==> config.mk <==
export PLATFORM = sky130hd
export DESIGN_NAME = branch_predictor_btb_flat
export DESIGN_NICKNAME = d
export VERILOG_FILES = /design/src/rtl/bpu_pkg.sv /design/src/rtl/branch_predictor_btb_if.sv /design/src/rtl/sat_counter.sv /design/src/rtl/branch_predictor_btb.sv /design/src/flat_wrapper.sv
export SDC_FILE = /design/constraint.sdc
export NUM_CORES = 1
export LEC_CHECK = 0
export BUFFER_PORTS_ARGS = -buffer_cell sky130_fd_sc_hd__buf_2
export CAP_MARGIN = 25
export CORE_UTILIZATION = 39
export CTS_CLUSTER_DIAMETER = 40
export CTS_CLUSTER_SIZE = 30
export DETAILED_ROUTE_END_ITERATION = 10
export PLACE_DENSITY = 0.59
export SYNTH_ARGS = -nofsm -noshare
export SYNTH_HDL_FRONTEND = slang
export SYNTH_SLANG_ARGS = --single-unit
==> constraint.sdc <==
create_clock -name clk -period 5.45 [get_ports clk]
set_input_delay 0.8175 -clock clk [delete_from_list [all_inputs] [get_ports clk]]
set_output_delay 0.8175 -clock clk [all_outputs]
set_load 0.02 [all_outputs]
==> src/rtl/bpu_pkg.sv <==
// Shared definitions for the branch prediction unit: resolution kind
// encodings, index-mode selectors and the saturating-counter operation set.
package bpu_pkg;

   localparam logic [1:0] KIND_NONE = 2'b00;
   localparam logic [1:0] KIND_COND = 2'b01;
   localparam logic [1:0] KIND_JUMP = 2'b10;

   localparam int MODE_BIMODAL = 0;
   localparam int MODE_GSHARE  = 1;

   typedef enum logic [2:0] {
      CNT_HOLD,
      CNT_INC,
      CNT_DEC,
      CNT_MAX,
      CNT_INIT
   } cnt_op_e;

   // Entry layout at the default configuration (32-bit PC, 16 entries,
   // 2-bit counters). The top module declares the same layout sized from
   // its own parameters.
   typedef struct packed {
      logic        valid;
      logic [25:0] tag;
      logic [31:0] target;
      logic [1:0]  cnt;
   } bpu_entry_t;

   // A resolution trains the predictor only for conditionals and jumps;
   // the reserved encoding behaves like "none".
   function automatic logic kind_active(input logic valid, input logic [1:0] kind);
      return valid && (kind == KIND_COND || kind == KIND_JUMP);
   endfunction

endpackage

==> src/rtl/branch_predictor_btb_if.sv <==
// Pipeline <-> predictor bus: IF-stage lookup plus MEM-stage resolution.
interface branch_predictor_btb_if #(
   parameter int DATA_WIDTH = 32,
   parameter int HIST_WIDTH = 4
);
   logic [DATA_WIDTH-1:0] if_pc;
   logic                  pred_hit;
   logic                  pred_taken;
   logic [DATA_WIDTH-1:0] pred_target;
   logic [HIST_WIDTH-1:0] pred_hist;

   logic                  upd_valid;
   logic [1:0]            upd_kind;
   logic [DATA_WIDTH-1:0] upd_pc;
   logic                  upd_taken;
   logic [DATA_WIDTH-1:0] upd_target;
   logic                  upd_pred_taken;
   logic [DATA_WIDTH-1:0] upd_pred_target;
   logic [HIST_WIDTH-1:0] upd_hist;

   logic                  mispredict;
   logic                  pred_correct;
   logic [DATA_WIDTH-1:0] redirect_pc;

   // Pipeline side
   modport master (
      output if_pc, upd_valid, upd_kind, upd_pc, upd_taken, upd_target,
             upd_pred_taken, upd_pred_target, upd_hist,
      input  pred_hit, pred_taken, pred_target, pred_hist,
             mispredict, pred_correct, redirect_pc
   );

   // Predictor side
   modport slave (
      input  if_pc, upd_valid, upd_kind, upd_pc, upd_taken, upd_target,
             upd_pred_taken, upd_pred_target, upd_hist,
      output pred_hit, pred_taken, pred_target, pred_hist,
             mispredict, pred_correct, redirect_pc
   );
endinterface

==> src/rtl/sat_counter.sv <==
// Next-value logic for one saturating counter: increment/decrement clamp at
// the ends, set-max loads all ones, set-init loads the weakly-taken value.
module sat_counter import bpu_pkg::*; #(
   parameter int CNT_WIDTH = 2
) (
   input  cnt_op_e              op,
   input  logic [CNT_WIDTH-1:0] cnt_in,
   output logic [CNT_WIDTH-1:0] cnt_out
);
   localparam logic [CNT_WIDTH-1:0] CNT_ONES = '1;
   localparam logic [CNT_WIDTH-1:0] CNT_WEAK = CNT_WIDTH'(1) << (CNT_WIDTH - 1);

   // Apply the requested operation with saturation at both ends
   always_comb begin
      cnt_out = cnt_in;
      case (op)
         CNT_INC:  if (cnt_in != CNT_ONES) cnt_out = cnt_in + CNT_WIDTH'(1);
         CNT_DEC:  if (cnt_in != '0)       cnt_out = cnt_in - CNT_WIDTH'(1);
         CNT_MAX:  cnt_out = CNT_ONES;
         CNT_INIT: cnt_out = CNT_WEAK;
         default:  cnt_out = cnt_in;
      endcase
   end
endmodule

==> src/rtl/branch_predictor_btb.sv <==
// Tagged BTB with per-entry saturating counters, optional gshare indexing,
// same-cycle lookup, MEM-stage training and saturating perf counters.
module branch_predictor_btb import bpu_pkg::*; #(
   parameter int DATA_WIDTH = 32,
   parameter int ENTRIES    = 16,
   parameter int CNT_WIDTH  = 2,
   parameter int HIST_WIDTH = 4,
   parameter int MODE       = 0
) (
   input  logic                  clk,
   input  logic                  rst,
   branch_predictor_btb_if.slave bus,
   input  logic                  perf_clr,
   output logic [31:0]           branch_cnt,
   output logic [31:0]           mispred_cnt
);
   localparam int IDX   = $clog2(ENTRIES);
   localparam int TAG_W = DATA_WIDTH - IDX - 2;

   typedef struct packed {
      logic                  valid;
      logic [TAG_W-1:0]      tag;
      logic [DATA_WIDTH-1:0] target;
      logic [CNT_WIDTH-1:0]  cnt;
   } entry_t;

   logic                  valid_q  [ENTRIES];
   logic [CNT_WIDTH-1:0]  cnt_q    [ENTRIES];
   logic [TAG_W-1:0]      tag_q    [ENTRIES];
   logic [DATA_WIDTH-1:0] target_q [ENTRIES];

   logic [HIST_WIDTH-1:0] ghr_q, ghr_d;
   logic [31:0]           branch_cnt_q, branch_cnt_d;
   logic [31:0]           mispred_cnt_q, mispred_cnt_d;

   logic [IDX-1:0]        lk_idx, up_idx;
   entry_t                lk_ent, up_ent;
   logic                  lk_hit, up_hit;
   logic                  upd_active, upd_is_jump, upd_mis;
   logic                  upd_we, tgt_we;
   cnt_op_e               cnt_op;
   logic [CNT_WIDTH-1:0]  cnt_new;
   logic                  unused_pc_bits;

   // Word-aligned PC bits, optionally folded with history in gshare mode
   function automatic logic [IDX-1:0] make_index(input logic [IDX-1:0] pc_bits,
                                                 input logic [HIST_WIDTH-1:0] hist);
      logic [IDX-1:0] hist_ext;
      hist_ext = '0;
      hist_ext[HIST_WIDTH-1:0] = hist;
      if (MODE != MODE_GSHARE) hist_ext = '0;
      return pc_bits ^ hist_ext;
   endfunction

   assign unused_pc_bits = ^bus.if_pc[1:0];

   // Lookup path: live GHR, old array contents
   assign lk_idx = make_index(bus.if_pc[IDX+1:2], ghr_q);
   assign lk_ent = '{valid: valid_q[lk_idx], tag: tag_q[lk_idx],
                     target: target_q[lk_idx], cnt: cnt_q[lk_idx]};
   assign lk_hit = lk_ent.valid && (lk_ent.tag == bus.if_pc[DATA_WIDTH-1:IDX+2]);

   assign bus.pred_hit    = lk_hit;
   assign bus.pred_taken  = lk_hit && lk_ent.cnt[CNT_WIDTH-1];
   assign bus.pred_target = lk_hit ? lk_ent.target : '0;
   assign bus.pred_hist   = ghr_q;

   // Resolution path: history captured at fetch selects the entry
   assign upd_active  = kind_active(bus.upd_valid, bus.upd_kind);
   assign upd_is_jump = (bus.upd_kind == KIND_JUMP);
   assign up_idx      = make_index(bus.upd_pc[IDX+1:2], bus.upd_hist);
   assign up_ent      = '{valid: valid_q[up_idx], tag: tag_q[up_idx],
                          target: target_q[up_idx], cnt: cnt_q[up_idx]};
   assign up_hit      = up_ent.valid && (up_ent.tag == bus.upd_pc[DATA_WIDTH-1:IDX+2]);

   assign upd_mis = upd_active &&
                    ((bus.upd_pred_taken != bus.upd_taken) ||
                     (bus.upd_taken && (bus.upd_pred_target != bus.upd_target)));

   assign bus.mispredict   = upd_mis;
   assign bus.pred_correct = upd_active && bus.upd_taken && !upd_mis;
   assign bus.redirect_pc  = !upd_active    ? '0 :
                             bus.upd_taken  ? bus.upd_target :
                                              bus.upd_pc + DATA_WIDTH'(4);

   // Decide whether the resolving branch writes its entry and how its counter moves
   always_comb begin
      upd_we = 1'b0;
      tgt_we = 1'b0;
      cnt_op = CNT_HOLD;
      if (upd_active) begin
         if (up_hit) begin
            upd_we = 1'b1;
            if (upd_is_jump) begin
               cnt_op = CNT_MAX;
               tgt_we = 1'b1;
            end else begin
               cnt_op = bus.upd_taken ? CNT_INC : CNT_DEC;
               tgt_we = bus.upd_taken;
            end
         end else if (bus.upd_taken) begin
            upd_we = 1'b1;
            tgt_we = 1'b1;
            cnt_op = upd_is_jump ? CNT_MAX : CNT_INIT;
         end
      end
   end

   sat_counter #(.CNT_WIDTH(CNT_WIDTH)) u_sat_counter (
      .op      (cnt_op),
      .cnt_in  (up_ent.cnt),
      .cnt_out (cnt_new)
   );

   genvar gi;
   generate
      for (gi = 0; gi < ENTRIES; gi++) begin : g_entry
         logic                  sel;
         logic                  valid_d;
         logic [CNT_WIDTH-1:0]  cnt_d;
         logic [TAG_W-1:0]      tag_d;
         logic [DATA_WIDTH-1:0] target_d;

         assign sel = upd_we && (up_idx == IDX'(gi));

         // Next contents of this entry (an allocation replaces any occupant)
         always_comb begin
            valid_d  = valid_q[gi];
            cnt_d    = cnt_q[gi];
            tag_d    = tag_q[gi];
            target_d = target_q[gi];
            if (sel) begin
               valid_d = 1'b1;
               cnt_d   = cnt_new;
               tag_d   = bus.upd_pc[DATA_WIDTH-1:IDX+2];
               if (tgt_we) target_d = bus.upd_target;
            end
         end

         // Valid and counter state clears on reset
         always_ff @(posedge clk or negedge rst) begin
            if (!rst) begin
               valid_q[gi] <= 1'b0;
               cnt_q[gi]   <= '0;
            end else begin
               valid_q[gi] <= valid_d;
               cnt_q[gi]   <= cnt_d;
            end
         end

         // Tag and target are only meaningful behind valid, so they carry no reset
         always_ff @(posedge clk) begin
            tag_q[gi]    <= tag_d;
            target_q[gi] <= target_d;
         end
      end
   endgenerate

   // Non-speculative history and saturating perf counters; clear beats increment
   always_comb begin
      ghr_d         = ghr_q;
      branch_cnt_d  = branch_cnt_q;
      mispred_cnt_d = mispred_cnt_q;
      if (upd_active && !upd_is_jump)
         ghr_d = (ghr_q << 1) | HIST_WIDTH'(bus.upd_taken);
      if (perf_clr) begin
         branch_cnt_d  = '0;
         mispred_cnt_d = '0;
      end else begin
         if (upd_active && (branch_cnt_q != '1))
            branch_cnt_d = branch_cnt_q + 32'd1;
         if (upd_mis && (mispred_cnt_q != '1))
            mispred_cnt_d = mispred_cnt_q + 32'd1;
      end
   end

   // History and perf counter registers
   always_ff @(posedge clk or negedge rst) begin
      if (!rst) begin
         ghr_q         <= '0;
         branch_cnt_q  <= '0;
         mispred_cnt_q <= '0;
      end else begin
         ghr_q         <= ghr_d;
         branch_cnt_q  <= branch_cnt_d;
         mispred_cnt_q <= mispred_cnt_d;
      end
   end

   assign branch_cnt  = branch_cnt_q;
   assign mispred_cnt = mispred_cnt_q;
endmodule

==> src/flat_wrapper.sv <==
// flat-port wrapper written by rule: the top's interface ports become plain ports
module branch_predictor_btb_flat import bpu_pkg::*;
#(
   parameter int DATA_WIDTH = 32,
   parameter int ENTRIES    = 16,
   parameter int CNT_WIDTH  = 2,
   parameter int HIST_WIDTH = 4,
   parameter int MODE       = 0
)
  (clk, rst, perf_clr, branch_cnt, mispred_cnt, bus_if_pc, bus_upd_valid, bus_upd_kind, bus_upd_pc, bus_upd_taken, bus_upd_target, bus_upd_pred_taken, bus_upd_pred_target, bus_upd_hist, bus_pred_hit, bus_pred_taken, bus_pred_target, bus_pred_hist, bus_mispredict, bus_pred_correct, bus_redirect_pc);
  branch_predictor_btb_if #(.DATA_WIDTH(DATA_WIDTH), .HIST_WIDTH(HIST_WIDTH)) bus_i ();
  input  logic clk;
  input  logic rst;
  input  logic perf_clr;
  output logic [31:0] branch_cnt;
  output logic [31:0] mispred_cnt;
  input wire logic [$bits(bus_i.if_pc)-1:0] bus_if_pc;
  input wire logic [$bits(bus_i.upd_valid)-1:0] bus_upd_valid;
  input wire logic [$bits(bus_i.upd_kind)-1:0] bus_upd_kind;
  input wire logic [$bits(bus_i.upd_pc)-1:0] bus_upd_pc;
  input wire logic [$bits(bus_i.upd_taken)-1:0] bus_upd_taken;
  input wire logic [$bits(bus_i.upd_target)-1:0] bus_upd_target;
  input wire logic [$bits(bus_i.upd_pred_taken)-1:0] bus_upd_pred_taken;
  input wire logic [$bits(bus_i.upd_pred_target)-1:0] bus_upd_pred_target;
  input wire logic [$bits(bus_i.upd_hist)-1:0] bus_upd_hist;
  output wire logic [$bits(bus_i.pred_hit)-1:0] bus_pred_hit;
  output wire logic [$bits(bus_i.pred_taken)-1:0] bus_pred_taken;
  output wire logic [$bits(bus_i.pred_target)-1:0] bus_pred_target;
  output wire logic [$bits(bus_i.pred_hist)-1:0] bus_pred_hist;
  output wire logic [$bits(bus_i.mispredict)-1:0] bus_mispredict;
  output wire logic [$bits(bus_i.pred_correct)-1:0] bus_pred_correct;
  output wire logic [$bits(bus_i.redirect_pc)-1:0] bus_redirect_pc;
  assign bus_i.if_pc = bus_if_pc;
  assign bus_i.upd_valid = bus_upd_valid;
  assign bus_i.upd_kind = bus_upd_kind;
  assign bus_i.upd_pc = bus_upd_pc;
  assign bus_i.upd_taken = bus_upd_taken;
  assign bus_i.upd_target = bus_upd_target;
  assign bus_i.upd_pred_taken = bus_upd_pred_taken;
  assign bus_i.upd_pred_target = bus_upd_pred_target;
  assign bus_i.upd_hist = bus_upd_hist;
  assign bus_pred_hit = bus_i.pred_hit;
  assign bus_pred_taken = bus_i.pred_taken;
  assign bus_pred_target = bus_i.pred_target;
  assign bus_pred_hist = bus_i.pred_hist;
  assign bus_mispredict = bus_i.mispredict;
  assign bus_pred_correct = bus_i.pred_correct;
  assign bus_redirect_pc = bus_i.redirect_pc;
  branch_predictor_btb #(.DATA_WIDTH(DATA_WIDTH), .ENTRIES(ENTRIES), .CNT_WIDTH(CNT_WIDTH), .HIST_WIDTH(HIST_WIDTH), .MODE(MODE)) u_core (.clk(clk), .rst(rst), .bus(bus_i), .perf_clr(perf_clr), .branch_cnt(branch_cnt), .mispred_cnt(mispred_cnt));
endmodule
==> results.toml, run 1 <==
[finish]
fin_util = 0.473
syn2layout_area_growth_pct = 20.5
layout.nets = 3147
fillers = 10000
drive_above_1_share = 0.358
finalNonFillerCells = 4734

[timing]
finalHoldViolations = 0
finalSetupTns_ns = 0
fin_skew_ns = 0.0406
final-setup-viol-count = 0
finalCritPeriodShare = 0.958
relSlewSlack = 0.351
rsz0062_at_grt = "no"
clock.fmax_mhz = 192
min_period_ns = 5.22
timing.hold.ws_ns = 0.218
tightest_slew_ns = 0.974
drv_slew = 0

[min_path]
hold_path_class = "in -> async"

[setup_path]
worst_ep_arrival_time_ns = 4.40
path_buf_inv = 4
critPathTopFamily = "simple AND/OR/NAND/NOR gates"
critPathCaptureType = "output port"
path_class = "in -> out"
slowest_stage = "mux4_2"
max_stage_delay_ns = 0.56
path_cells = "buf_8 -> buf_12 -> mux4_2 -> mux4_2 -> xnor2_1 -> nand4_1 -> nor3_1 -> nand4_1 -> buf_4 -> nor2b_1 -> buf_2"
cp_max_fo = 34
critPathLaunchType = "input port"
crit_required_ns = 4.63

[synthesis]
synthesis.area_um2 = 47100
synth_cell_type_count = 72
synth_edf_count = 928
synthFlopType = "edfxtp_1"
syn_inst = 2584
syn-num-nets = 2731
synth.yosys.seq_area_share = 0.654
yosysWarnings = 0
async_flop_share = 0.111
synth_seq_cells = 1044
postSynthAreaPerCell_um2 = 18.2

[pwr]
power.leakage_nw = 19.5
power_density_nw_per_um2 = 353
ir_drop_mv = 0.314
p_total_mw = 20.0

[clocking]
clk_pin_slew_ns = 0.06
postCtsSetupBuffers = 0
numCtsBuffers = 143
clk_path_buf_depth = 3
cts_root_buf = "clkbuf_16"
cts.sinks = 1044
cts_tree = "done"
postCtsHoldBufs = 0
ctsResizeCount = 0
clk_latency_ns = 0.75
htreeDepth = 4

[detailed_routing]
drc = 0
drtAntennaViolNets = 0
dr.pass1.iters = 8
vias_per_cell = 5.92
drt-total-wl_um = 142000
drtIter0Drc = 3340
via_count = 28000
wl_per_cell_um = 30.0

[job]
maxCapViolations = 0

[global_route]
antenna_found_initial = 10
grt_max_degree = 71
grt_overflow = 0
grt_pass1_wl_um = 203000
grt_pass1_vias = 28300
track_usage = 0.233

[floorplanning]
initial_utilization = 0.393
die-area_um2 = 122000
core_um2 = 120000
num_io_pins = 276
fp.dieH_um = 349
core.rowCount = 127
die_w_um = 349

[place]
place_inst = 4466
io_buffers = 269
dpl.hpwl_um = 91900
gp_congestion = 0.926

[status]
status = "finished, final reports clean"
==> kinds of logic after synthesis <==
group           count (synthesis)  share of synthesized area
buf+inv                       207                     0.0201
fa+ha+maj                       7                    0.00186
flops                        1044                      0.654
mux                           489                      0.209
compound gates                183                     0.0275
xor+xnor                      156                     0.0290
simple gates                  498                     0.0585
==> per-layer routing <==
metal	GRT usage	wire (um)	vias up
met1	0.326	57600	14900
met5	0	34	-
met2	0.375	68700	1464
li1	-	-	11400
met3	0.0436	12800	209
met4	0.0609	3110	4
==> per-stage QoR <==
stage / instance area (um^2) / worst slack [ns]
floorplan: 47100 / 0.592
global placement: 51700 / 0.164
detailed placement: 51700 / 0.150
CTS: 56700 / 0.130
global route: 56700 / 0.0673
finish: 56700 / 0.230
==> state kept, by name (all words and copies together), names as in the netlist <==
signal	flops
u_core.valid_q	16
u_core.tag_q	416
u_core.cnt_q	32
u_core.branch_cnt	32
u_core.bus.pred_hist	4
u_core.mispred_cnt	32
u_core.target_q	512
==> worst reg2reg max path: stages, from the launching register on <==
cell	delay, ns
edfxtp_1	0.39
mux4_1	0.51
mux2i_1	0.50
o32ai_1	0.28
o211ai_1	0.42
nand4_1	0.19
buf_4	0.20
nor4bb_1	0.26
a41oi_1	0.32
nor2_1	0.18
buf_4	0.20
and3_2	0.24
buf_12	0.25
==> report_power, final <==
part | switching, mW | internal, mW | leakage, nW
Combinational | 0.929 | 0.666 | 7.26
Clock | 3.87 | 5.64 | 2.39
Sequential | 0.0781 | 8.84 | 9.83
Total | 4.88 | 15.2 | 19.5
==> layout make-up <==
class / count / area [um^2] / area share
repair buffers: 423 / 3350 / 0.0591
clock inverters: 106 / 1250 / 0.0221
well taps: 1612 / 2020 / 0.0356
inverters: 55 / 206 / 0.00364
flip-flops and latches: 1044 / 30800 / 0.543
multi-input cells: 1333 / 15400 / 0.271
diodes: 4 / 10.0 / 0.000176
clock buffers: 157 / 3720 / 0.0655
==> synth_stat cells (26+ instances only) <==
| master | number | area share |
|---|---|---|
| edfxtp_1 | 928 | 0.59 |
| mux4_2 | 383 | 0.18 |
| nor2_1 | 145 | 0.012 |
| dfrtp_1 | 116 | 0.062 |
| xnor2_1 | 114 | 0.021 |
| mux2i_1 | 91 | 0.019 |
| clkbuf_1 | 76 | 0.0061 |
| nand2_1 | 59 | 0.0047 |
| inv_1 | 54 | 0.0043 |
| a21oi_1 | 48 | 0.0051 |
| nor2b_1 | 48 | 0.0064 |
| nand3_1 | 47 | 0.0050 |
| xor2_1 | 42 | 0.0078 |
| buf_1 | 30 | 0.0024 |
| o21ai_0 | 30 | 0.0032 |
| nand4_1 | 28 | 0.0037 |
| and3_1 | 27 | 0.0036 |
| nor4_1 | 26 | 0.0035 |
==> cells in the final DEF, fill, tap and decap left out, types with 10 or more instances in the layout <==
master / instances
nor3_1: 21
bufinv_16: 11
o21ai_0: 30
nor4_1: 26
a22oi_1: 14
inv_6: 24
buf_4: 94
and3_2: 15
clkinv_2: 11
nand2_1: 59
xor2_1: 42
xnor2_1: 114
or2_2: 20
nand3_1: 47
nor2b_1: 48
clkbuf_1: 10
clkinv_4: 10
nor3_4: 17
buf_12: 62
dfrtp_1: 116
and3_1: 12
buf_2: 260
edfxtp_1: 928
mux4_2: 383
mux2i_1: 91
clkinvlp_4: 12
a21oi_1: 48
clkbuf_16: 147
a2bb2oi_1: 20
nand4_1: 28
clkinv_8: 15
or3_1: 19
nor2_1: 145
inv_1: 54
==> final timing paths <==
kind                                           to  slack, ns               start  cells past startpoint
min                        u_core.mispred_cnt[14]       0.22                 rst                      1
max in group asynchronous        u_core.cnt_q[29]       4.06                 rst                      2
max reg2reg                u_core.target_q[13][7]       1.16  u_core.tag_q[3][1]                     12
max                           bus_pred_target[21]       0.23        bus_if_pc[2]                     11
min reg2reg                     u_core.valid_q[7]       0.50   u_core.valid_q[7]                      1
min in group clk             u_core.tag_q[12][24]       0.47      bus_upd_pc[30]                      1
(Power assumes the default switching activity.)
==> inputs of run 2 (changes only) <==
Settings changed: CORE_UTILIZATION 39 to 61, PLACE_DENSITY 0.59 to 0.84.
==> results.toml, run 2 (same netlist as run 1, synthesis figures left out) <==
[timing]
tightest_slew_ns = 1.15
final-setup-viol-count = 0
timing.hold.ws_ns = 0.249
finalSetupTns_ns = 0
min_period_ns = 5.05
relSlewSlack = 0.225
setup_ws_ns = 0.395
clock.fmax_mhz = 198
finalCritPeriodShare = 0.927
drv_slew = 0
finalHoldViolations = 0
fin_skew_ns = 0.0608
rsz0062_at_grt = "no"

[clocking]
htreeDepth = 3
numCtsBuffers = 118
cts_root_buf = "clkbuf_16"
postCtsSetupBuffers = 0
clk_latency_ns = 0.73
cts.sinks = 1044
clk_pin_slew_ns = 0.06
postCtsHoldBufs = 0
ctsResizeCount = 0
clk_path_buf_depth = 3
cts_tree = "done"

[global_route]
antenna_found_initial = 12
grt_pass1_wl_um = 208000
grt_pass1_vias = 30100
track_usage = 0.378
grt_max_degree = 69
grt_overflow = 0

[setup_path]
reg2reg_slack_ns = 0.93
worstReg2RegEnd = "u_core.target_q[12][24]"
worst_ep_arrival_time_ns = 4.24
worstRegToRegCells = 11
critPathLaunchType = "input port"
cp_max_fo = 31
path_class = "in -> out"
crit_start = "bus_if_pc[2]"
crit-reg2reg-launch = "u_core.tag_q[1][15]"
crit_required_ns = 4.63
critPathCaptureType = "output port"

[floorplanning]
initial_utilization = 0.619
core.rowCount = 101
num_io_pins = 276
core_um2 = 76100
fp.dieH_um = 280
die_w_um = 280
die-area_um2 = 78300

[finish]
reg_top3 = "u_core.target_q (512), u_core.tag_q (416)"
layout_commonest_cell = "edfxtp_1"
multi_input_area_um2 = 15400
layout.nets = 3116
largest_register_ff_count = 512
layout_common_cells = "edfxtp_1, mux4_2, buf_2"
drive_above_1_share = 0.353
fillers = 4297
syn2layout_area_growth_pct = 17.5
fin_util = 0.727
register_area_um2 = 30800
stdcell_area_um2 = 55300
largest-register = "u_core.target_q"

[place]
place_ws_ns = 0.131
post_dp_cell_area_um2 = 51000
io_buffers = 269
gp_congestion = 1.01
dpl.hpwl_um = 87500

[pwr]
ir_drop_mv = 0.350
power.leakage_nw = 19.1
power_density_nw_per_um2 = 342

[detailed_routing]
vias_per_cell = 7.28
drtIter0Drc = 4716
wl_per_cell_um = 35.9
wl_met2_um = 70000
drc = 0
drt-total-wl_um = 148000
dr_wl_met3_um = 20600
met1_length_um = 47500
via_count = 29900
routed.top_layer = "met5"
dr.pass1.iters = 7
drtAntennaViolNets = 0

[job]
maxCapViolations = 0

[status]
status = "finished, final reports clean"

[min_path]
hold_path_class = "in -> async"
==> run 2: cell types whose count changed in the layout (fill, tap and decap cells not counted), moves of 3 or more <==
cell,delta
clkbuf_16,-27
buf_4,-14
inv_8,+10
clkinv_8,-9
buf_12,+8
clkinv_1,-7
bufinv_16,-4
clkbuf_1,-4
clkbuf_8,+4
clkinv_16,+3
==> run 2: through the flow <==
step,power (mW),std cells
after detailed placement,10.6,3878
after CTS,18.9,4103
final,18.9,4109
after floorplan,9.99,2584
after global placement,10.5,3877
after global routing,19.3,4108
==> run 2: how the worst max path moves through the flow <==
stage,endpoint,slack [ns],cells after the start
finish,bus_pred_target[14],0.40,8
detailed placement,u_core.target_q[6][23],0.13,12
global route,bus_pred_target[14],0.22,8
floorplan,u_core.target_q[15][0],0.59,11
global placement,u_core.target_q[0][28],0.32,12
CTS,bus_pred_target[14],0.41,8
==> run 2: cell type report <==
class / instances / share of cell area
sequential: 1044 / 0.557
multi-input combinational: 1333 / 0.278
timing repair buffer: 417 / 0.0615
clock buffer: 130 / 0.0557
tap: 1030 / 0.0233
clock inverter: 95 / 0.0204
inverter: 55 / 0.00374
antenna: 5 / 0.000226
==> run 2: power breakdown <==
| group | total, mW | switching, mW | internal [mW] |
|---|---|---|---|
| sequential | 8.93 | 0.0914 | 8.84 |
| combinational | 1.59 | 0.931 | 0.659 |
| clock | 8.36 | 3.73 | 4.63 |
==> run 2: critical path, cell delays in order <==
cell and delay [ns]:
buf_8 0.28, buf_4 0.30, buf_4 0.53, buf_4 0.66, mux4_2 0.66, mux4_2 0.54, nor2b_1 0.17, buf_2 0.17
==> run 2: layer usage <==
metal,GRT usage,vias to the layer above
met3,0.116,666
li1,-,11300
met2,0.594,2857
met1,0.473,15000
met5,0,-
met4,0.209,12
